File: src/rtl/fifo_pkg.sv
// Shared async-FIFO helpers: depth/pointer-width derivation and gray/binary conversion.
// Callers zero-extend narrower values to MaxW and slice the result back down.
package fifo_pkg;

  localparam int unsigned MaxW = 32;

  function automatic int unsigned fifo_depth(input int unsigned addr_w);
    return 32'd1 << addr_w;
  endfunction

  // Pointers carry one extra bit to tell a full FIFO from an empty one.
  function automatic int unsigned ptr_w(input int unsigned addr_w);
    return addr_w + 32'd1;
  endfunction

  function automatic logic [MaxW-1:0] bin2gray(input logic [MaxW-1:0] b);
    return b ^ (b >> 1);
  endfunction

  function automatic logic [MaxW-1:0] gray2bin(input logic [MaxW-1:0] g);
    logic [MaxW-1:0] b;
    b[MaxW-1] = g[MaxW-1];
    for (int i = MaxW - 2; i >= 0; i--) begin
      b[i] = b[i+1] ^ g[i];
    end
    return b;
  endfunction

endpackage

File: src/rtl/fifo_gray2bin.sv
// Combinational gray-to-binary converter; shared by the write- and read-side controllers.
// Each binary bit is the XOR of its gray bit and every more-significant gray bit.
module fifo_gray2bin #(
  parameter int unsigned W = 4
) (
  input  logic [W-1:0] gray_i,
  output logic [W-1:0] bin_o
);

  for (genvar i = 0; i < W; i++) begin : g_bit
    assign bin_o[i] = ^gray_i[W-1:i];
  end

endmodule

File: src/rtl/fifo_wr_ctrl.sv
// Write-domain controller for the async FIFO: binary/gray write pointer, fill level,
// registered full/almost-full flags and a sticky overflow flag.
module fifo_wr_ctrl
  import fifo_pkg::*;
#(
  parameter int unsigned ADDR_W   = 3,
  parameter int unsigned AFULL_TH = 6
) (
  input  logic                w_clk,
  input  logic                w_rstn,
  input  logic                w_inc,
  input  logic                w_clr_ovf,
  input  logic [ADDR_W:0]     sync_rd_ptr,
  output logic                w_en,
  output logic [ADDR_W-1:0]   w_addr,
  output logic [ADDR_W:0]     gray_w_ptr,
  output logic                w_full,
  output logic                w_almost_full,
  output logic [ADDR_W:0]     w_level,
  output logic                w_overflow
);

  localparam int unsigned PtrW  = ptr_w(ADDR_W);
  localparam int unsigned Depth = fifo_depth(ADDR_W);

  logic [PtrW-1:0] w_ptr_q, w_ptr_d;
  logic [PtrW-1:0] gray_q, gray_d;
  logic [PtrW-1:0] level_q, level_d;
  logic [PtrW-1:0] rd_bin;
  logic            full_q, full_d;
  logic            afull_q, afull_d;
  logic            ovf_q, ovf_d;

  fifo_gray2bin #(
    .W (PtrW)
  ) u_rd_g2b (
    .gray_i (sync_rd_ptr),
    .bin_o  (rd_bin)
  );

  assign w_en = w_inc & ~full_q;

  always_comb begin
    w_ptr_d = w_ptr_q + PtrW'(w_en);
    gray_d  = PtrW'(bin2gray(MaxW'(w_ptr_d)));
    // Level uses the next write pointer so a write accepted this edge counts immediately.
    level_d = w_ptr_d - rd_bin;
    full_d  = (level_d == PtrW'(Depth));
    afull_d = (level_d >= PtrW'(AFULL_TH));
    ovf_d   = ovf_q;
    if (w_inc && full_q) begin
      ovf_d = 1'b1;
    end else if (w_clr_ovf) begin
      ovf_d = 1'b0;
    end
  end

  always_ff @(posedge w_clk or negedge w_rstn) begin
    if (!w_rstn) begin
      w_ptr_q <= '0;
      gray_q  <= '0;
      level_q <= '0;
      full_q  <= 1'b0;
      afull_q <= 1'b0;
      ovf_q   <= 1'b0;
    end else begin
      w_ptr_q <= w_ptr_d;
      gray_q  <= gray_d;
      level_q <= level_d;
      full_q  <= full_d;
      afull_q <= afull_d;
      ovf_q   <= ovf_d;
    end
  end

  assign w_addr        = w_ptr_q[ADDR_W-1:0];
  assign gray_w_ptr    = gray_q;
  assign w_full        = full_q;
  assign w_almost_full = afull_q;
  assign w_level       = level_q;
  assign w_overflow    = ovf_q;

endmodule

File: config.mk
export PLATFORM = sky130hd
export DESIGN_NAME = fifo_wr_ctrl
export DESIGN_NICKNAME = d
export VERILOG_FILES = /design/src/rtl/fifo_pkg.sv /design/src/rtl/fifo_gray2bin.sv /design/src/rtl/fifo_wr_ctrl.sv
export SDC_FILE = /design/constraint.sdc
export NUM_CORES = 1
export LEC_CHECK = 0
export CAP_MARGIN = 20
export CORE_MARGIN = 5
export CORE_UTILIZATION = 42
export CTS_CLUSTER_DIAMETER = 80
export CTS_CLUSTER_SIZE = 12
export DETAILED_ROUTE_END_ITERATION = 10
export PLACE_DENSITY_LB_ADDON = 0.05
export SLEW_MARGIN = 20
export SYNTH_ARGS = -nofsm -noshare
export SYNTH_HDL_FRONTEND = slang
export SYNTH_SLANG_ARGS = --single-unit
File: constraint.sdc
create_clock -name w_clk -period 2.8 [get_ports w_clk]
set_input_delay 0.28 -clock w_clk [delete_from_list [all_inputs] [get_ports w_clk]]
set_output_delay 0.28 -clock w_clk [all_outputs]
set_load 0.005 [all_outputs]
* Yosys cells after proc, flatten, opt, wreduce, memory -nomap -nowiden
Index checks and enable logic that the tools add are counted.
** Word-level totals
- Bits in registers :: 15
- Bits in latches :: 0
- Memory bits (writable) :: 0
- Memory bits (read-only) :: 0
- Input bits :: 8
- Output and inout port bits :: 15
- Logic and storage cells :: 20
- Memories kept :: 0
** Cells by class
- $add $sub $neg :: 2
- Multiply operators :: 0
- Divide/modulo/power cells :: 0
- $lt $le $gt $ge :: 1
- Eq/ne operators :: 1
- Shift-type cells :: 0
- Multiplexer cells :: 2
- Bitwise operators :: 3
- Reduce and logical (&&, ||, !) cells :: 5
** Operators with widths (count)
- adder 4 x 1 -> 4 bit :: 1
- equality test 4 bit, second input constant :: 1
- greater-or-equal comparator 4 x 3 -> 1 bit, second input constant :: 1
- parity 4 bit :: 1
- subtractor 4 bit :: 1
- bitwise XOR 4 x 3 -> 4 bit :: 1
- parity 3 bit :: 1
- two-way mux 1 bit :: 2
- nonzero test 2 bit :: 1
- parity 2 bit :: 1
- bitwise AND 1 bit :: 1
- logical AND 1 bit :: 1
- NOT 1 bit :: 1

* Logic depth before layout (Yosys ltp)
Gate-level depths: netlist of the first run.
- Depth after elaboration :: 5
- Mapped depth :: 9
- Mapped depth without buffers :: 9

* Hierarchy
A second synthesis of the first run with hierarchy kept.
** Second synthesis, totals
- Cell total of the unflattened synthesis :: 49
- Area total of the unflattened synthesis :: 650.6 µm²
** Modules (own cells, without submodules)
- fifo_wr_ctrl :: instances 1, cells an instance 44, area an instance 600.6 µm², seq. area each 350.3 µm²
- fifo_gray2bin :: instances 1, cells an instance 5, area an instance 50.0 µm², seq. area each 0.0 µm²

* Least setup slack after synthesis of the first run
Ideal clock, no wire load.
- Path kind :: flip-flop to flip-flop
- From :: register full_q, in the netlist w_full
- To :: register full_q, in the netlist w_full
- Library setup time :: 0.120 ns
- Arrival :: 2.126 ns
- Data required time :: 2.680 ns
- Path slack :: 0.554 ns
- Stages on the path, launching flop included :: 10
- Path buffers :: 0
- Clock period less this slack :: 2.246 ns
- Cells stage by stage :: dfrtp_1 nor2b_1 ha_1 ha_1 xor2_1 ha_1 a21oi_1 nand2_1 xnor3_1 and4_1
** On the way
- Longest elaborated chain between the ends :: 5
** Ends and longest elaborated chain
- from (decl) :: line fifo_wr_ctrl.sv:30 : logic full_q, full_d;
- from (signal assigned) :: line fifo_wr_ctrl.sv:70 : full_q <= full_d;
- NOT 1 bit :: line fifo_wr_ctrl.sv:41 : assign w_en = w_inc & ~full_q;
- bitwise AND 1 bit :: line fifo_wr_ctrl.sv:41
- via w_en :: line fifo_wr_ctrl.sv:14 : output logic w_en,
- adder 4 x 1 -> 4 bit :: line fifo_wr_ctrl.sv:44 : w_ptr_d = w_ptr_q + PtrW'(w_en);
- via w_ptr_d[2] :: line fifo_wr_ctrl.sv:26 : logic [PtrW-1:0] w_ptr_q, w_ptr_d;
- subtractor 4 bit :: line fifo_wr_ctrl.sv:47 : level_d = w_ptr_d - rd_bin;
- via level_d[3] :: line fifo_wr_ctrl.sv:28 : logic [PtrW-1:0] level_q, level_d;
- equality test 4 bit :: line fifo_wr_ctrl.sv:48 : full_d = (level_d == PtrW'(Depth));
- via full_d :: line fifo_wr_ctrl.sv:30
The timed path passes the listed nets, and every way through them passes these cells.
A chain may end at the register's enable or synchronous reset.

* Worst setup path after layout of the first run
- From :: input w_inc
- To :: register full_q, in the netlist w_full
** On the way
- Longest elaborated chain between the ends :: 4
** Ends and longest elaborated chain
- from (decl) :: line fifo_wr_ctrl.sv:11 : input logic w_inc,
- bitwise AND 1 bit :: line fifo_wr_ctrl.sv:41
- adder 4 x 1 -> 4 bit :: line fifo_wr_ctrl.sv:44
- via w_ptr_d[2] :: line fifo_wr_ctrl.sv:26
- subtractor 4 bit :: line fifo_wr_ctrl.sv:47
- via level_d[3] :: line fifo_wr_ctrl.sv:28
- equality test 4 bit :: line fifo_wr_ctrl.sv:48
- via full_d :: line fifo_wr_ctrl.sv:30
The timed path passes the listed nets, and every way through them passes these cells.

==> results.json, run 1 <==
{
  "outcome": "completed",
  "dieArea_um2": 2360,
  "drv_cap": 0,
  "fmax_mhz": 422,
  "crit_chain": "clkdlybuf4s50_1 -> nor2b_1 -> ha_1 -> ha_1 -> xor2_1 -> ha_1 -> a21oi_1 -> nand2_1 -> xnor3_1 -> and4_1",
  "vias_per_cell": 4.70,
  "yosysWarnings": 0,
  "routed_wirelength_um": 1150,
  "final_common_cell": "clkdlybuf4s50_1",
  "p_int_mw": 0.748,
  "syn_nets": 60,
  "cts_resized": 0,
  "max_stage_delay_ns": 0.48,
  "post-place-ws_ns": 0.128,
  "drt-initial-drc-count": 1,
  "slowest_stage": "clkdlybuf4s50_1",
  "worstPathMaxFanout": 3,
  "cts.path.max_buffers": 2,
  "syn_avg_cell_area_um2": 13.6,
  "cp.required_ns": 2.96,
  "post-route-min-period_ns": 2.37,
  "hold_viol_final": 0,
  "ant_nets": 0,
  "final_cells": 89,
  "max_slew_margin_pct": 57.5,
  "worst_pin_slew_ns": 0.636,
  "die_h_um": 48.6,
  "synthDistinctLibCells": 16,
  "clk_latency_ns": 0.27,
  "power_switching_mw": 0.380,
  "power_density_nw_per_um2": 1240,
  "place_congestion": 0.697,
  "dr_total_vias": 418,
  "die_x_um": 48.6,
  "synth-seq-cells": 14,
  "cts_tree": "done",
  "clkTransAtPathRegs_ns": 0.08,
  "tns_ns": 0,
  "initial_core_util_pct": 43.0,
  "skew_ns": 0.00163,
  "cp-start-kind": "primary input",
  "power.total_mw": 1.13,
  "row_count": 14,
  "cts_made_buffers": 3,
  "final_core_util_pct": 62.6,
  "fin_nets": 88,
  "dr.pass1.iters": 4,
  "hold_class": "primary input to asynchronous set/reset pin",
  "clkPwrFrac_pct": 12.4,
  "synth_cells": 46,
  "swShare_pct": 33.7,
  "rsz0062_at_grt": "false",
  "drc_errors": 0,
  "fp.coreArea_um2": 1450,
  "ys_seq_area_share_pct": 56.0,
  "htreeDepth": 1,
  "diodes": 0,
  "crit_type": "primary input to flop",
  "p_leak_nw": 0.436,
  "grt_pass1_wl_um": 2040,
  "crit_path_end_kind": "flop",
  "syn_to_final_growth_pct": 45.4,
  "grt_overflow": 0,
  "portBuffers": 22,
  "worst_slack_ns": 0.428,
  "setup_viol": 0,
  "hpwl_um": 962,
  "combPwrFrac_pct": 56.2,
  "grt_util_all_layers_pct": 11.1,
  "ios": 23,
  "gr-max-usage-layer": "met2",
  "drv_slew": 0,
  "cts-root-buf": "clkbuf_4",
  "grt_max_degree": 15,
  "placedCellCount": 85,
  "wl_per_cell_um": 12.9,
  "cts.sinks": 14,
  "critPathMostFrequentCell": "ha_1",
  "synth_area_um2": 626,
  "worstPathArrival_ns": 2.54,
  "postCtsHoldBufs": 0,
  "peakVddDrop_v": 0.000784,
  "post_cts_buffers": 0,
  "seqPwrFrac_pct": 31.4,
  "use_met2_pct": 18.5,
  "drive_gt1_share_pct": 9.59,
  "antenna_found_initial": 0,
  "met1_usage_pct": 11.8,
  "layout_common_cells": "clkdlybuf4s50_1, dfrtp_1, inv_1, xor2_1, ha_1",
  "first_global_vias": 476,
  "grt_use_met3_pct": 3.99,
  "period_share_pct": 84.7
}
## critical path, delay by kind of cell
family / cells / cell delay, ns
adders and majority gates: 3 / 0.71
buffers and inverters: 1 / 0.48
and+or+nand+nor: 3 / 0.47
xor gates and xnor gates: 2 / 0.45
AOI/OAI and AO/OA: 1 / 0.16
## power by group through the flow
| stage | Clock (mW) | Sequential [mW] | Combinational [mW] |
|---|---|---|---|
| 6_report | 0.140 | 0.354 | 0.634 |
| 2_1_floorplan | 0 | 0.368 | 0.333 |
| 3_3_place_gp | 0 | 0.354 | 0.630 |
| 3_5_place_dp | 0 | 0.360 | 0.650 |
| 5_1_grt | 0.160 | 0.365 | 0.713 |
| 4_1_cts | 0.148 | 0.356 | 0.652 |
## final cells by class
cell class	count	area, um2
timing repair buffer	23	228
fill	124	544
clock buffer	4	36.3
inverter	7	26.3
sequential	14	350
tap	16	20.0
multi-input combinational	25	249
## metal layers
| metal | wire length (um) | part of all wire [%] | vias to the layer above |
|---|---|---|---|
| met5 | 0 | 0 | - |
| met4 | 13 | 1.1 | 0 |
| met3 | 85 | 7.4 | 2 |
| met2 | 588 | 51 | 15 |
| met1 | 462 | 40 | 199 |
| li1 | - | - | 202 |
## worst paths after layout
path | startpoint | endpoint | slack [ns] | cells past startpoint
max | w_inc | w_full$_DFF_PN0_ | 0.43 | 10
min | w_rstn | gray_w_ptr[3]$_DFF_PN0_ | 0.40 | 1
max reg2reg | w_full$_DFF_PN0_ | w_full$_DFF_PN0_ | 0.53 | 9
min reg2reg | w_full$_DFF_PN0_ | w_overflow$_DFFE_PN0P_ | 0.53 | 2
max in group asynchronous | w_rstn | w_level[3]$_DFF_PN0_ | 2.00 | 1
min in group w_clk | w_full$_DFF_PN0_ | w_overflow$_DFFE_PN0P_ | 0.53 | 2
## cells by family (layout without fill, tap and decap cells)
family	Yosys count	in the layout	synth area share [%]
simple gates	6	6	6.40
buf+inv	7	34	4.20
compound gates	3	3	2.80
flops	14	14	56.0
xor+xnor	10	10	17.4
fa+ha+maj	6	6	13.2
## Yosys cell counts
cell	count	share of area (%)
nand3_2	1	1.6
ha_1	5	10
xnor2_1	3	4.2
dfrtp_1	14	56
nor2b_1	1	1.0
xnor2_2	1	2.6
a21o_1	1	1.2
a21oi_1	1	0.80
inv_1	7	4.2
fa_1	1	3.2
xor2_1	5	7.0
nand2_1	2	1.2
xnor3_1	1	3.6
nand3b_1	1	1.2
and4_1	1	1.4
o21ai_0	1	0.80
## per-stage QoR
stage	hold WS [ns]	area [um2]
6_report	0.397	910
3_5_place_dp	0.517	873
3_3_place_gp	0.510	873
5_1_grt	0.461	910
4_1_cts	0.410	910
2_1_floorplan	-0.0156	626
## state kept, by name, summed over array words and instances (netlist names)
signal and cells:
gray_w_ptr 4, w_level 4, w_ptr_q 3, w_almost_full 1, w_full 1, w_overflow 1
(Power assumes the default switching activity.)
==> run 2: changes to the inputs <==
==> constraint.sdc (replaced) <==
create_clock -name w_clk -period 2.2 [get_ports w_clk]
set_input_delay 0.22 -clock w_clk [delete_from_list [all_inputs] [get_ports w_clk]]
set_output_delay 0.22 -clock w_clk [all_outputs]
set_load 0.005 [all_outputs]
==> run 2 against run 1 <==
Net effect: critical path depth unchanged; cell count up 12%; sequential share of layout area down 4.9 points; sequential power up 31%; via count up 6.9%; first-iteration DRC count up 100%; cell area up 14%; combinational power up 66%.
==> results.json, run 2 (synthesis results as in run 1) <==
{
  "outcome": "completed",
  "portBuffers": 22,
  "fmax_mhz": 475,
  "diodes": 0,
  "post-place-ws_ns": -0.309,
  "cts.sinks": 14,
  "period_share_pct": 95.6,
  "cts_made_buffers": 3,
  "clk_latency_ns": 0.27,
  "wl_per_cell_um": 11.4,
  "hpwl_um": 940,
  "worst_slack_ns": 0.0965,
  "cts-root-buf": "clkbuf_4",
  "post_cts_buffers": 0,
  "rsz0062_at_grt": "false",
  "ff2ff_setup_slack_ns": 0.13,
  "swShare_pct": 31.9,
  "die_x_um": 48.6,
  "htreeDepth": 1,
  "met1_usage_pct": 10.9,
  "reg2reg_to": "w_full$_DFF_PN0_",
  "critPathMostFrequentCell": "ha_4",
  "max_slew_margin_pct": 59.2,
  "antenna_found_initial": 0,
  "crit_type": "primary input to flop",
  "routed_wirelength_um": 1140,
  "hold_slack_ns": 0.323,
  "use_met2_pct": 17.0,
  "peakVddDrop_v": 0.000851,
  "drv_cap": 0,
  "hold_class": "primary input to asynchronous set/reset pin",
  "dr.pass1.iters": 2,
  "rr_worst_depth": 9,
  "grt_use_met3_pct": 3.68,
  "worstPathMaxFanout": 3,
  "drc_errors": 0,
  "post-route-min-period_ns": 2.10,
  "grt_pass1_wl_um": 1900,
  "power_density_nw_per_um2": 1620,
  "syn_to_final_growth_pct": 66.4,
  "row_count": 14,
  "grt_overflow": 0,
  "power.total_mw": 1.69,
  "place_congestion": 0.686,
  "layout_common_cells": "clkdlybuf4s50_1, dfrtp_1, buf_4, inv_1, xor2_1",
  "cp-start-kind": "primary input",
  "timing.rr.start": "w_full$_DFF_PN0_",
  "ant_nets": 0,
  "cts_tree": "done",
  "seqPwrFrac_pct": 27.5,
  "worst_pin_slew_ns": 0.610,
  "clkPwrFrac_pct": 10.7,
  "gr-max-usage-layer": "met2",
  "p_leak_nw": 0.490,
  "first_global_vias": 466,
  "die_h_um": 48.6,
  "slowest_stage": "clkdlybuf4s50_1",
  "final_common_cell": "clkdlybuf4s50_1",
  "drv_slew": 0,
  "combPwrFrac_pct": 61.8,
  "fp.coreArea_um2": 1450,
  "clkTransAtPathRegs_ns": 0.08,
  "dieArea_um2": 2360,
  "skew_ns": 0.00207,
  "vias_per_cell": 4.47,
  "cts.path.max_buffers": 2,
  "ios": 23,
  "worstPathArrival_ns": 2.27,
  "grt_util_all_layers_pct": 10.7,
  "crit_chain": "clkdlybuf4s50_1 -> nor2b_2 -> ha_2 -> ha_4 -> xor2_4 -> ha_4 -> a21oi_1 -> nand2_1 -> xnor3_1 -> and4_1",
  "final_core_util_pct": 71.6,
  "setup_viol": 0,
  "crit_path_end_kind": "flop",
  "cp.required_ns": 2.37,
  "dr_total_vias": 447,
  "p_int_mw": 1.15,
  "drive_gt1_share_pct": 27.4,
  "postCtsHoldBufs": 0,
  "fin_nets": 99,
  "power_switching_mw": 0.539,
  "initial_core_util_pct": 43.0,
  "drt-initial-drc-count": 2,
  "grt_max_degree": 15,
  "hold_viol_final": 0,
  "max_stage_delay_ns": 0.47
}
==> run 2: area by class of cell <==
cell class / instances / area, um2
fillers: 99 / 413
well taps: 16 / 20.0
flip-flops and latches: 14 / 350
clock buffers: 4 / 36.3
inverters: 7 / 26.3
multi-input cells: 25 / 298
repair buffers: 34 / 310
==> run 2: how the worst max path moves through the flow <==
stage                                         end              from  depth (start not counted)
after detailed placement         w_full$_DFF_PN0_             w_inc                         10
after global routing      w_almost_full$_DFF_PN0_    sync_rd_ptr[3]                          9
after CTS                        w_full$_DFF_PN0_             w_inc                         10
after floorplan                  w_full$_DFF_PN0_  w_full$_DFF_PN0_                          9
after global placement           w_full$_DFF_PN0_             w_inc                         10
final                            w_full$_DFF_PN0_             w_inc                         10
==> run 2: power groups by stage <==
stage / Clock, mW / Combinational [mW] / Sequential, mW
5_1_grt: 0.198 / 1.17 / 0.479
4_1_cts: 0.185 / 1.01 / 0.455
3_5_place_dp: 0 / 1.01 / 0.461
3_3_place_gp: 0 / 0.988 / 0.453
6_report: 0.180 / 1.05 / 0.465
2_1_floorplan: 0 / 0.431 / 0.471
==> run 2: metrics by stage <==
| step | instances | instance area [um2] | setup TNS [ns] |
|---|---|---|---|
| 2_1_floorplan | 46 | 633 | 0 |
| 3_3_place_gp | 96 | 963 | -0.874 |
| 3_5_place_dp | 96 | 963 | -0.864 |
| 4_1_cts | 100 | 1000 | 0 |
| 5_1_grt | 100 | 1040 | 0 |
| 6_report | 100 | 1040 | 0 |
==> run 2: critical path, delay by kind of cell <==
kind,cells,cell delay [ns]
adder cells (fa/ha/maj),3,0.60
buffers and inverters,1,0.47
AND/OR/NAND/NOR,3,0.44
XOR/XNOR,2,0.40
AO/OA/AOI/OAI,1,0.14
==> run 2: timing repair <==
action | 4_1_cts | 5_1_grt
gates resized for setup | 1 | 5
pin swaps | 1 | 1
endpoints found under the setup margin | 1 | 2
==> run 2: routing by layer <==
layer,share of wire (%),up-vias
li1,-,221
met1,41,205
met2,48,17
met3,8.2,4
met4,3.1,0
met5,0,-
==> run 3: changes to the inputs <==
--- a/config.mk
+++ b/config.mk
@@ -6,12 +6,12 @@
 export NUM_CORES = 1
 export LEC_CHECK = 0
 export CAP_MARGIN = 20
-export CORE_MARGIN = 5
 export CORE_UTILIZATION = 42
 export CTS_CLUSTER_DIAMETER = 80
 export CTS_CLUSTER_SIZE = 12
 export DETAILED_ROUTE_END_ITERATION = 10
 export PLACE_DENSITY_LB_ADDON = 0.05
+export SETUP_SLACK_MARGIN = 0.1
 export SLEW_MARGIN = 20
 export SYNTH_ARGS = -nofsm -noshare
 export SYNTH_HDL_FRONTEND = slang
==> constraint.sdc (replaced) <==
create_clock -name w_clk -period 2.2 [get_ports w_clk]
set_input_delay 0.22 -clock w_clk [delete_from_list [all_inputs] [get_ports w_clk]]
set_output_delay 0.22 -clock w_clk [all_outputs]
set_load 0.1 [all_outputs]
==> run 3 against run 2 <==
Net effect: cell area fell by 2.3%; clock skew fell by 0.00091 ns; sequential share of layout area up 1.2 points; global-route usage is 6.3 points higher; utilization grew 3.7 points; worst setup slack gained 0.051 ns.
==> results.json, run 3 (synthesis results as in run 1) <==
{
  "clkTransAtPathRegs_ns": 0.08,
  "clk_latency_ns": 0.27,
  "cp-start-kind": "flop",
  "fmax_mhz": 487,
  "cts_made_buffers": 3,
  "drive_gt1_share_pct": 47.5,
  "post_cts_buffers": 0,
  "die_x_um": 40.6,
  "drc_errors": 0,
  "wl_per_cell_um": 11.4,
  "cts.path.max_buffers": 2,
  "grt_pass1_wl_um": 1650,
  "vias_per_cell": 4.46,
  "crit_path_end_kind": "flop",
  "row_count": 13,
  "hold_slack_ns": 0.320,
  "worstPathArrival_ns": 2.26,
  "period_share_pct": 93.3,
  "crit_chain": "nor2b_4 -> ha_4 -> ha_4 -> xor2_4 -> ha_4 -> a21oi_2 -> nand2_1 -> xnor3_1 -> and4_1",
  "fin_nets": 95,
  "timing.rr.start": "w_full$_DFF_PN0_",
  "syn_to_final_growth_pct": 62.6,
  "cp_top_family": "adder cells",
  "grt_overflow": 0,
  "first_global_vias": 412,
  "fp.coreArea_um2": 1350,
  "layout_common_cells": "buf_4, dfrtp_1, inv_1, clkdlybuf4s50_1",
  "critPathBufInv": 0,
  "path_depth": 9,
  "drv_slew": 0,
  "portBuffers": 22,
  "place_area_um2": 971,
  "drt-initial-drc-count": 3,
  "worstPathMaxFanout": 3,
  "tns_ns": 0,
  "cp.required_ns": 2.41,
  "crit_type": "flop to flop",
  "skew_ns": 0.00116,
  "fin_area_um2": 1020,
  "setup_viol": 0,
  "critical_path.startpoint": "w_full$_DFF_PN0_",
  "hpwl_um": 886,
  "reg2reg_to": "w_full$_DFF_PN0_",
  "routed_wirelength_um": 1080,
  "rsz0062_at_grt": "true",
  "hold_viol_final": 0,
  "place_congestion": 0.671,
  "max_stage_delay_ns": 0.50,
  "final_common_cell": "buf_4",
  "drv_cap": 0,
  "outcome": "completed",
  "ios": 23,
  "antenna_found_initial": 0,
  "max_slew_margin_pct": 60.2,
  "postCtsHoldBufs": 0,
  "critPathMostFrequentCell": "ha_4",
  "ant_nets": 0,
  "worst_pin_slew_ns": 0.595,
  "cts-root-buf": "clkbuf_4",
  "dieArea_um2": 1650,
  "diodes": 0,
  "cts_tree": "done",
  "rr_worst_depth": 9,
  "worstSetupEndpoint": "w_full$_DFF_PN0_",
  "post-route-min-period_ns": 2.05,
  "grt_max_degree": 15,
  "die_h_um": 40.6,
  "dr_total_vias": 424,
  "ff2ff_setup_slack_ns": 0.15,
  "slowest_stage": "dfrtp_4",
  "cts.sinks": 14,
  "hold_class": "primary input to asynchronous set/reset pin",
  "htreeDepth": 1,
  "initial_core_util_pct": 46.3,
  "grt_util_all_layers_pct": 16.9,
  "dr.pass1.iters": 2
}
-- run 3: how the worst min path moves through the flow --
| stage | from | endpoint | slack (ns) | cells past startpoint |
|---|---|---|---|---|
| 6_report | w_rstn | gray_w_ptr[2]$_DFF_PN0_ | 0.32 | 1 |
| 5_1_grt | w_rstn | w_level[0]$_DFF_PN0_ | 0.37 | 1 |
| 4_1_cts | w_rstn | w_full$_DFF_PN0_ | 0.34 | 1 |
| 3_5_place_dp | gray_w_ptr[3]$_DFF_PN0_ | gray_w_ptr[3]$_DFF_PN0_ | 0.55 | 1 |
| 3_3_place_gp | w_overflow$_DFFE_PN0P_ | w_overflow$_DFFE_PN0P_ | 0.52 | 2 |
| 2_1_floorplan | w_rstn | gray_w_ptr[0]$_DFF_PN0_ | -0.08 | 0 |
-- run 3: per-layer routing --
| metal | track usage [%] | share of wire [%] | wire length (um) | vias to the layer above |
|---|---|---|---|---|
| met4 | 10.0 | 1.8 | 19 | 0 |
| li1 | - | - | - | 215 |
| met1 | 16.8 | 41 | 442 | 188 |
| met2 | 29.4 | 51 | 548 | 17 |
| met5 | 0 | 0 | 0 | - |
| met3 | 6.67 | 6.5 | 70 | 4 |
-- run 3: timing repair --
action                                  CTS  global route
gates resized for setup                   1             3
endpoints found under the setup margin    1             2
pin swaps                                 3             3
-- run 3: area by class of cell --
type / instances / area, um2
Clock buffer: 4 / 26.3
Tap cell: 15 / 18.8
Multi-Input combinational cell: 25 / 332
Sequential cell: 14 / 354
Fill cell: 103 / 333
Timing Repair Buffer: 30 / 260
Inverter: 7 / 26.3
-- run 3: worst reg2reg max path, cell delays in order (launching register included) --
cell	delay, ns
dfrtp_4	0.50
nor2b_4	0.14
ha_4	0.15
ha_4	0.15
xor2_4	0.18
ha_4	0.23
a21oi_2	0.11
nand2_1	0.07
xnor3_1	0.26
and4_1	0.20
-- run 3: metrics by stage --
| step | utilization (%) | worst slack [ns] | cells |
|---|---|---|---|
| floorplan | - | -0.462 | 46 |
| global placement | 71.9 | -0.201 | 91 |
| detailed placement | 71.9 | -0.212 | 91 |
| CTS | 74.4 | 0.111 | 95 |
| global route | 75.3 | 0.0586 | 95 |
| finish | 75.3 | 0.147 | 95 |
Power of run 3 is not shown: default switching activity piles up to over one toggle a cycle in this logic, so the estimate is an artifact.
